==> src/rtl/pipe_pkg.sv <==
// Shared definitions for the valid/stall/flush pipeline protocol blocks.
package pipe_pkg;

    localparam int DATA_W_DEF     = 32;
    localparam int HEAD_FLUSH_LAT = 3;

    typedef enum logic [1:0] {
        ST_RUN        = 2'd0,
        ST_FLUSH      = 2'd1,
        ST_FLUSH_WAIT = 2'd2
    } state_e;

endpackage

==> src/rtl/pipeline_issue_unit_if.sv <==
// Host request, pipeline head and chain-tail return signals of the issue unit.
interface pipeline_issue_unit_if
    import pipe_pkg::*;
#(
    parameter int DATA_W = DATA_W_DEF
) ();

    logic              req_valid;
    logic [DATA_W-1:0] req_data;
    logic              req_ready;
    logic              flush_req;
    logic [DATA_W-1:0] inputs;
    logic              in_valid;
    logic              in_flush;
    logic              out_stall;
    logic              ret_accept;
    logic              ret_flush;
    logic [7:0]        inflight;
    logic              flush_done;
    logic              flush_err;

    // master: the issue unit itself
    modport master (
        input  req_valid, req_data, flush_req, out_stall, ret_accept, ret_flush,
        output req_ready, inputs, in_valid, in_flush, inflight, flush_done, flush_err
    );

    // slave: host plus pipeline chain around the issue unit
    modport slave (
        output req_valid, req_data, flush_req, out_stall, ret_accept, ret_flush,
        input  req_ready, inputs, in_valid, in_flush, inflight, flush_done, flush_err
    );

endinterface

==> src/rtl/pipeline_issue_unit_credit.sv <==
// Saturating up/down credit counter with a below-limit flag; clear has priority.
module issue_credit_counter #(
    parameter int CNT_W = 8,
    parameter int LIMIT = 8
) (
    input  logic             clk,
    input  logic             reset,
    input  logic             inc_i,
    input  logic             dec_i,
    input  logic             clr_i,
    output logic [CNT_W-1:0] count_o,
    output logic             below_limit_o
);

    logic [CNT_W-1:0] count_q, count_d;

    always_comb begin
        count_d = count_q;
        if (clr_i) begin
            count_d = '0;
        end else if (inc_i && !dec_i) begin
            if (count_q != '1) count_d = count_q + 1'b1;
        end else if (dec_i && !inc_i) begin
            if (count_q != '0) count_d = count_q - 1'b1;
        end
    end

    always_ff @(posedge clk or posedge reset) begin
        if (reset) count_q <= '0;
        else       count_q <= count_d;
    end

    assign count_o       = count_q;
    assign below_limit_o = (count_q < CNT_W'(LIMIT));

endmodule

==> src/rtl/pipeline_issue_unit.sv <==
// Producer end of the pipeline chain: one-entry hold register, credit-capped issue,
// and flush origination that blocks issue until the marker returns or times out.
module pipeline_issue_unit
    import pipe_pkg::*;
#(
    parameter int DATA_W        = DATA_W_DEF,
    parameter int MAX_INFLIGHT  = 8,
    parameter int FLUSH_TIMEOUT = 15
) (
    input  logic                 clk,
    input  logic                 reset,
    pipeline_issue_unit_if.master bus
);

    state_e            state_q, state_d;
    logic              hold_valid_q, hold_valid_d;
    logic [DATA_W-1:0] hold_data_q, hold_data_d;
    logic [7:0]        tmo_q, tmo_d;
    logic              done_q, done_d;
    logic              err_q, err_d;
    logic [7:0]        inflight;
    logic              below_limit;
    logic              in_run, in_wait;
    logic              issue, ready, ret_dec, timeout_hit, complete;

    assign in_run  = (state_q == ST_RUN);
    assign in_wait = (state_q == ST_FLUSH_WAIT);

    // flush_req beats both issue and acceptance in the cycle it is seen
    assign issue       = in_run & hold_valid_q & ~bus.out_stall & below_limit & ~bus.flush_req;
    assign ready       = ~reset & in_run & ~bus.flush_req & (~hold_valid_q | issue);
    assign ret_dec     = bus.ret_accept & ~in_wait;
    assign timeout_hit = in_wait & ~bus.ret_flush & (tmo_q >= 8'(FLUSH_TIMEOUT - 1));
    assign complete    = in_wait & (bus.ret_flush | timeout_hit);

    issue_credit_counter #(
        .CNT_W (8),
        .LIMIT (MAX_INFLIGHT)
    ) u_credit (
        .clk           (clk),
        .reset         (reset),
        .inc_i         (issue),
        .dec_i         (ret_dec),
        .clr_i         (complete),
        .count_o       (inflight),
        .below_limit_o (below_limit)
    );

    always_ff @(posedge clk or posedge reset) begin
        if (reset) state_q <= ST_RUN;
        else       state_q <= state_d;
    end

    always_comb begin
        state_d = state_q;
        unique case (state_q)
            ST_RUN:        if (bus.flush_req) state_d = ST_FLUSH;
            ST_FLUSH:      state_d = ST_FLUSH_WAIT;
            ST_FLUSH_WAIT: if (complete) state_d = ST_RUN;
            default:       state_d = ST_RUN;
        endcase
    end

    always_comb begin
        bus.req_ready  = ready;
        bus.in_valid   = issue;
        bus.in_flush   = (state_q == ST_FLUSH);
        bus.inputs     = hold_data_q;
        bus.inflight   = inflight;
        bus.flush_done = done_q;
        bus.flush_err  = err_q;
    end

    always_comb begin
        hold_valid_d = hold_valid_q;
        hold_data_d  = hold_data_q;
        tmo_d        = tmo_q;
        done_d       = complete;
        err_d        = err_q | timeout_hit;
        if (state_q == ST_FLUSH) begin
            hold_valid_d = 1'b0;
            tmo_d        = '0;
        end else if (ready & bus.req_valid) begin
            hold_valid_d = 1'b1;
            hold_data_d  = bus.req_data;
        end else if (issue) begin
            hold_valid_d = 1'b0;
        end
        if (in_wait && !complete && tmo_q != 8'hFF) tmo_d = tmo_q + 8'd1;
    end

    always_ff @(posedge clk or posedge reset) begin
        if (reset) begin
            hold_valid_q <= 1'b0;
            hold_data_q  <= '0;
            tmo_q        <= '0;
            done_q       <= 1'b0;
            err_q        <= 1'b0;
        end else begin
            hold_valid_q <= hold_valid_d;
            hold_data_q  <= hold_data_d;
            tmo_q        <= tmo_d;
            done_q       <= done_d;
            err_q        <= err_d;
        end
    end

endmodule

==> src/flat_wrapper.sv <==
// flat-port wrapper written by rule: the top's interface ports become plain ports
module pipeline_issue_unit_flat import pipe_pkg::*;
#(
    parameter int DATA_W        = DATA_W_DEF,
    parameter int MAX_INFLIGHT  = 8,
    parameter int FLUSH_TIMEOUT = 15
)
  (clk, reset, bus_req_valid, bus_req_data, bus_flush_req, bus_out_stall, bus_ret_accept, bus_ret_flush, bus_req_ready, bus_inputs, bus_in_valid, bus_in_flush, bus_inflight, bus_flush_done, bus_flush_err);
  pipeline_issue_unit_if #(.DATA_W(DATA_W)) bus_i ();
  input  logic clk;
  input  logic reset;
  input wire logic [$bits(bus_i.req_valid)-1:0] bus_req_valid;
  input wire logic [$bits(bus_i.req_data)-1:0] bus_req_data;
  input wire logic [$bits(bus_i.flush_req)-1:0] bus_flush_req;
  input wire logic [$bits(bus_i.out_stall)-1:0] bus_out_stall;
  input wire logic [$bits(bus_i.ret_accept)-1:0] bus_ret_accept;
  input wire logic [$bits(bus_i.ret_flush)-1:0] bus_ret_flush;
  output wire logic [$bits(bus_i.req_ready)-1:0] bus_req_ready;
  output wire logic [$bits(bus_i.inputs)-1:0] bus_inputs;
  output wire logic [$bits(bus_i.in_valid)-1:0] bus_in_valid;
  output wire logic [$bits(bus_i.in_flush)-1:0] bus_in_flush;
  output wire logic [$bits(bus_i.inflight)-1:0] bus_inflight;
  output wire logic [$bits(bus_i.flush_done)-1:0] bus_flush_done;
  output wire logic [$bits(bus_i.flush_err)-1:0] bus_flush_err;
  assign bus_i.req_valid = bus_req_valid;
  assign bus_i.req_data = bus_req_data;
  assign bus_i.flush_req = bus_flush_req;
  assign bus_i.out_stall = bus_out_stall;
  assign bus_i.ret_accept = bus_ret_accept;
  assign bus_i.ret_flush = bus_ret_flush;
  assign bus_req_ready = bus_i.req_ready;
  assign bus_inputs = bus_i.inputs;
  assign bus_in_valid = bus_i.in_valid;
  assign bus_in_flush = bus_i.in_flush;
  assign bus_inflight = bus_i.inflight;
  assign bus_flush_done = bus_i.flush_done;
  assign bus_flush_err = bus_i.flush_err;
  pipeline_issue_unit #(.DATA_W(DATA_W), .MAX_INFLIGHT(MAX_INFLIGHT), .FLUSH_TIMEOUT(FLUSH_TIMEOUT)) u_core (.clk(clk), .reset(reset), .bus(bus_i));
endmodule
==> config.mk <==
export PLATFORM = sky130hd
export DESIGN_NAME = pipeline_issue_unit_flat
export DESIGN_NICKNAME = d
export VERILOG_FILES = /design/src/rtl/pipe_pkg.sv /design/src/rtl/pipeline_issue_unit_if.sv /design/src/rtl/pipeline_issue_unit_credit.sv /design/src/rtl/pipeline_issue_unit.sv /design/src/flat_wrapper.sv
export SDC_FILE = /design/constraint.sdc
export NUM_CORES = 1
export LEC_CHECK = 0
export ABC_AREA = 1
export ABC_CLOCK_PERIOD_IN_PS = 2700
export BUFFER_PORTS_ARGS = -buffer_cell sky130_fd_sc_hd__buf_2
export CORE_MARGIN = 10
export CORE_UTILIZATION = 51
export DETAILED_ROUTE_END_ITERATION = 8
export GPL_ROUTABILITY_DRIVEN = 1
export PLACE_DENSITY = 0.79
export SYNTH_ARGS = -nofsm -noshare
export SYNTH_HDL_FRONTEND = slang
export SYNTH_SLANG_ARGS = --single-unit
export TNS_END_PERCENT = 50
==> constraint.sdc <==
create_clock -name clk -period 2.7 [get_ports clk]
set_input_delay 0.54 -clock clk [delete_from_list [all_inputs] [get_ports clk]]
set_output_delay 0.54 -clock clk [all_outputs]
set_load 0.01 [all_outputs]
Word level (Yosys, flattened, before mapping)

Index checks and enable logic that the tools add are counted.

Input bits: 39
Register bits after elaboration: 53
Logic and storage cells: 70

Reductions and logical operators: 16
Eq/ne operators: 7
Mux-type cells: 13
Add/sub/neg operators: 3
Order comparisons: 2
Bitwise logic cells: 22

Operators by type and width:

| operator                                             | number |
|---|---|
| two-way mux 8 bit                                    | 7 |
| adder 8 x 1 -> 8 bit (second input constant)         | 2 |
| != test 8 bit (second input constant)                | 2 |
| bitwise AND 1 bit                                    | 12 |
| nonzero test 3 bit                                   | 3 |
| >= comparator 8 x 4 -> 1 bit (second input constant) | 1 |
| < comparator 8 x 4 -> 1 bit (second input constant)  | 1 |
| nonzero test 8 bit                                   | 1 |
| subtractor 8 x 1 -> 8 bit (second input constant)    | 1 |
| NOT 1 bit                                            | 7 |
| one-hot mux 2 bit (3 select lines)                   | 1 |
| logical AND 1 bit                                    | 4 |
| two-way mux 2 bit                                    | 2 |
| != test 2 bit (second input constant)                | 2 |
| AND reduction 2 bit                                  | 2 |
| zero test 1 bit                                      | 3 |
| two-way mux 1 bit                                    | 3 |
| != test 3 x 1 -> 1 bit (second input constant)       | 1 |
| OR 1 bit                                             | 3 |
| AND reduction 3 bit                                  | 1 |
| equality test 2 x 1 -> 1 bit (second input constant) | 1 |
| equality test 2 bit (second input constant)          | 1 |
| zero test 2 bit                                      | 1 |
| nonzero test 2 bit                                   | 1 |

Longest topological paths before layout

Depth after elaboration: 10
Depth in mapped cells: 16

By module

Synthesis repeated with hierarchy kept, for this count alone.

Cells, all modules: 332
Area total of the unflattened synthesis: 2766.4 µm²

Modules (own cells, without submodules):

| module               | cells an instance | sequential area each (µm²) | instances | area each (µm²) |
|---|---|---|---|---|
| pipeline_issue_unit  | 227               | 1126.1                     | 1         | 2050.7 |
| issue_credit_counter | 105               | 200.2                      | 1         | 715.7 |

Worst setup path after synthesis

Ideal clock, no wire load.

Path kind: in2reg
Start: input port bus_flush_req
End: register u_core.u_credit.count_q[5], in the netlist u_core.u_credit.count_o[5]
Cell stages on the path: 15
Library setup time: 117 ps
Required time: 2583 ps
Buffers on the path: 0
Setup slack: 313 ps
Arrival time: 2270 ps
Cells stage by stage: inv_1 > nand2_1 > nor2_1 > nand2_1 > inv_1 > ha_1 > inv_1 > ha_1 > or2_2 > nand3b_1 > nand2_1 > nand2_1 > nand2_1 > nand3_1 > nand2_1

Word-level cells in the longest chain between the ends: 6
Elaborated cells between the ends (all ways): 11

Ends and longest elaborated chain:

| item                          | RTL line                         | source |
|---|---|---|
| start, declared               | flat_wrapper.sv:14               | `input wire logic [$bits(bus_i.flush_req)-1:0] bus_flush_req;` |
| NOT 1 bit *                   | pipeline_issue_unit.sv:30        | `assign issue = in_run & hold_valid_q & ~bus.out_stall & below_limit & ~bus.flush_req;` |
| bitwise AND 1 bit *           | pipeline_issue_unit.sv:30        |  |
| named net bus_in_valid        | flat_wrapper.sv:20               | `output wire logic [$bits(bus_i.in_valid)-1:0] bus_in_valid;` |
| zero test 1 bit               | pipeline_issue_unit_credit.sv:23 | `end else if (dec_i && !inc_i) begin` |
| logical AND 1 bit             | pipeline_issue_unit_credit.sv:23 |  |
| nonzero test 3 bit (no line)  | n/a                              |  |
| AND reduction 3 bit (no line) | n/a                              |  |
| end signal, assigned          | pipeline_issue_unit_credit.sv:30 | `else count_q <= count_d;` |
| end, declared                 | pipeline_issue_unit_credit.sv:15 | `logic [CNT_W-1:0] count_q, count_d;` |

Mark *: on every way through the listed nets, which the timed path passes. The rest lies on a longest branch.
A chain may end at the register's enable or synchronous reset.

Final worst setup path

Start: register u_core.u_credit.count_q[3], in the netlist u_core.u_credit.count_o[3]
End: register u_core.u_credit.count_q[5], in the netlist u_core.u_credit.count_o[5]

Word-level cells in the longest chain between the ends: 7
Elaborated cells between the ends (all ways): 19

Ends and longest elaborated chain:

| item                            | RTL line                         | source |
|---|---|---|
| < comparator 8 x 4 -> 1 bit     | pipeline_issue_unit_credit.sv:34 | `assign below_limit_o = (count_q < CNT_W'(LIMIT));` |
| bitwise AND 1 bit (2 in series) | pipeline_issue_unit.sv:30        |  |
| zero test 1 bit                 | pipeline_issue_unit_credit.sv:23 |  |
| logical AND 1 bit               | pipeline_issue_unit_credit.sv:23 |  |
| nonzero test 3 bit (no line)    | n/a                              |  |
| AND reduction 3 bit (no line)   | n/a                              |  |

Several ways; a longest one is shown, not always the timed one. The select of a mux whose other input is x is not followed.

==> results.txt <==
The maximum vdd ir drop is 0.000448 V. The clock-pin slew reported for the worst setup and hold paths after clock tree synthesis is 100 ps. Before antenna repair, the detailed router went through 4 iterations. met2 is the most crowded layer. The kind of critical path is flip-flop to flip-flop.

Ranked by instance count, the synthesized netlist is headed by sky130_fd_sc_hd__nand2_1 (116), sky130_fd_sc_hd__dfrtp_1 (53), sky130_fd_sc_hd__nand3_1 (50). Global routing used 4.73% of the available met3 tracks. The total of max-cap violations is 0. For this configuration, the core starts out at a cell density of 52.4%.

The largest fanout of any net on the critical path is 6. The synthesis-stage register bit count is 53. The maximum number of pins on one net before global-route repair is 34. The mapped netlist covers 2660 sq um.

The worst endpoint data arrival time is 2620 ps. The number of global-route vias before repair is 2312. The total placed cells including tap cells is 472.

The total of endpoints with negative setup slack in the final report is 0. The netlist uses 25 different library cells. In the post-synthesis netlist, the biggest area contributors are sky130_fd_sc_hd__dfrtp_1 (50%), sky130_fd_sc_hd__nand2_1 (16%), sky130_fd_sc_hd__nand3_1 (9.4%). The clock tree skew after final layout is 7.00 ps.

The worst setup path is captured at a flip-flop. The met2 usage in global routing came out at 25.3%. The worst path needs 2420 ps of the cycle, external delays included. The aggregate global routing overflow came out at 0. The post-route cell area came out at 3240 sq um. The number of ports placed on the die boundary is 84. Setup repair after global routing left no endpoint under its margin. The run finished with clean final reports.

The share of async-settable or async-resettable flops after synthesis is 100%. The number of nets in the final layout came out at 458. In this run the mean area of a mapped cell was 8.20 sq um. The number of hold-slack violations in the final timing report is 0. The cell count after synthesis came out at 324. The final standard cell count with taps included and fillers excluded came out at 480. CTS placed an instance of sky130_fd_sc_hd__clkbuf_8 at the clock tree root. The total wire length came out at 6.51 mm. The number of buffers added on ports came out at 83. The via-per-instance ratio is 4.83. The final-layout worst hold slack came out at 265 ps. The fraction of met1 tracks used by global routing is 17.5%. The tightest min-delay check is of the input port to async pin type. In this run the biggest area consumer among cell types represents 49.9% of the synthesized area. Of all cell types, the one taking the most synthesized area is sky130_fd_sc_hd__dfrtp_1. The layout overhead on the synthesized area is 21.8%. The synthesized design contains 0 enable-type register cells. In the routed design, unresolved DRC markers number 0. After detailed routing, the average wire length per cell comes to 13.6 um. The area of the core region is 5070 sq um. Yosys instantiated no cell more often than sky130_fd_sc_hd__nand2_1.

In the final timing run, aggregate negative setup slack is 0 ps. The number of design-rule violations left by the first detailed-router iteration is 118. The worst register-to-register path has a depth of 15. The detailed placer's ending HPWL is 4.96 mm. The total number of yosys warnings is 0. The post-CTS setup buffer count is 0. The CTS tree is done. The initial antenna violation count is 0. The post-detailed-placement cell area is 3120 sq um. The proportion of layout cells with a drive suffix above 1 is 25.6%. The number of buffers inserted by hold repair at cts is 0. The total number of H-tree levels is 2. Among all flip-flop cells after synthesis, the most frequent one is sky130_fd_sc_hd__dfrtp_1. 0 antenna diodes ended up in the layout. The maximum achievable frequency is 0.414 GHz. The total clock buffers created by CTS is 5. The worst path uses 89.6% of the clock period. The final count of pins violating max slew came out at 0. The fraction of the yosys area taken by sequential cells came out at 49.9%. The register-to-register setup slack is 280 ps. The clock latency at the later pin of the worst-skew pair is 310 ps.

The maximum number of buffers from clock root to sink came out at 2. The slew of the pin with the lowest slew margin came out at 664 ps. The relative slew slack is 55.7%. The count of vias placed by the detailed router came out at 2316. Across every metal layer, demand over resource in global routing totals 15.0%. For the worst setup path, the data required time is 2910 ps. The number of core rows came out at 26. The power density normalized to cell area came out at 1060 nW/um^2. The count of nets left with antenna violations once routing finished came out at 0. The die covers 8500 sq um. The overall die width is 92.2 um. The startpoint type of the worst setup path is a flip-flop. The utilization after layout came out at 63.8%. The TritonCTS sink count came out at 53. The first global-routing pass estimated 10.6 mm of wire. The congestion estimate from routability-driven global placement came to 0.883. The net count after synthesis is 373. The die boundary height came out at 92.2 um. In this run the static leakage power is 1.91 nW.
layout make-up:
type / instances / area [sq um]
fill: 479 / 1840
sequential: 53 / 1330
multi-input combinational: 228 / 1120
timing repair buffer: 88 / 465
inverter: 33 / 124
tap: 70 / 87.6
clock buffer: 5 / 68.8
clock inverter: 3 / 43.8
placed cells by master, fill, tap and decap left out, types with 3 or more instances in the layout:
cell type                  count
sky130_fd_sc_hd__inv_2         3
sky130_fd_sc_hd__o21ai_0       7
sky130_fd_sc_hd__ha_1          9
sky130_fd_sc_hd__buf_2        83
sky130_fd_sc_hd__inv_1        30
sky130_fd_sc_hd__buf_4         4
sky130_fd_sc_hd__a21oi_1       3
sky130_fd_sc_hd__clkbuf_8      5
sky130_fd_sc_hd__nand4_1       3
sky130_fd_sc_hd__nor2_1       21
sky130_fd_sc_hd__nand2_1     116
sky130_fd_sc_hd__nand3_1      50
sky130_fd_sc_hd__xnor2_1       4
sky130_fd_sc_hd__dfrtp_1      53
state kept, by name, summed over array words and instances (netlist names):
register                 flops
u_core.u_credit.count_o      8
u_core.bus.flush_done        1
u_core.hold_valid_q          1
u_core.bus.inputs           32
u_core.bus.flush_err         1
u_core.tmo_q                 8
u_core.state_q               2
worst max-delay path, cell delays in order, from the launching register on:
cell and delay (ps):
sky130_fd_sc_hd__dfrtp_1 450, sky130_fd_sc_hd__nor2_1 120, sky130_fd_sc_hd__nand3_1 110, sky130_fd_sc_hd__inv_1 70
sky130_fd_sc_hd__nand2_1 110, sky130_fd_sc_hd__inv_1 100, sky130_fd_sc_hd__ha_1 260, sky130_fd_sc_hd__inv_2 110
sky130_fd_sc_hd__ha_1 320, sky130_fd_sc_hd__or2_2 310, sky130_fd_sc_hd__nand3b_1 110, sky130_fd_sc_hd__nand2_1 60
sky130_fd_sc_hd__nand2_1 50, sky130_fd_sc_hd__nand2_1 40, sky130_fd_sc_hd__nand3_1 50, sky130_fd_sc_hd__nand2_1 50
logic make-up after synthesis:
logic type,Yosys count,share of synthesized area (%)
flops,53,49.9
fa+ha+maj,10,4.99
compound gates,14,3.30
buf+inv,43,7.96
simple gates,198,31.9
xor+xnor,6,1.98
worst paths after layout:
path                                            start                    endpoint
setup / recovery           u_core.u_credit.count_o[3]  u_core.u_credit.count_o[5]
hold / removal                                  reset       u_core.bus.inputs[14]
hold reg to reg                     u_core.state_q[0]           u_core.state_q[0]
setup reg to reg           u_core.u_credit.count_o[3]  u_core.u_credit.count_o[5]
min in group clk                     bus_req_data[25]       u_core.bus.inputs[25]
max in group asynchronous                       reset  u_core.u_credit.count_o[1]
metrics by stage:
stage	setup WS, ps	total power (W)
floorplan	313	0.00235
global placement	159	0.00285
detailed placement	60.5	0.00290
CTS	207	0.00345
global route	32.1	0.00371
finish	282	0.00341
timing repair:
action,4_1_cts,5_1_grt
hold endpoints to repair,0,0
gates resized for setup,0,1
setup endpoints to repair,0,1
metal layers:
metal	routed length, um	vias to the layer above
met1	2700	1056
met3	420	8
met4	123	0
met2	3260	60
met5	0	-
li1	-	1192
power breakdown:
group	switching, W	internal (W)
Sequential	0.000209	0.00110
Combinational	0.000924	0.000631
Clock	0.000270	0.000278
No activity file was read; power rests on OpenSTA's default activity.
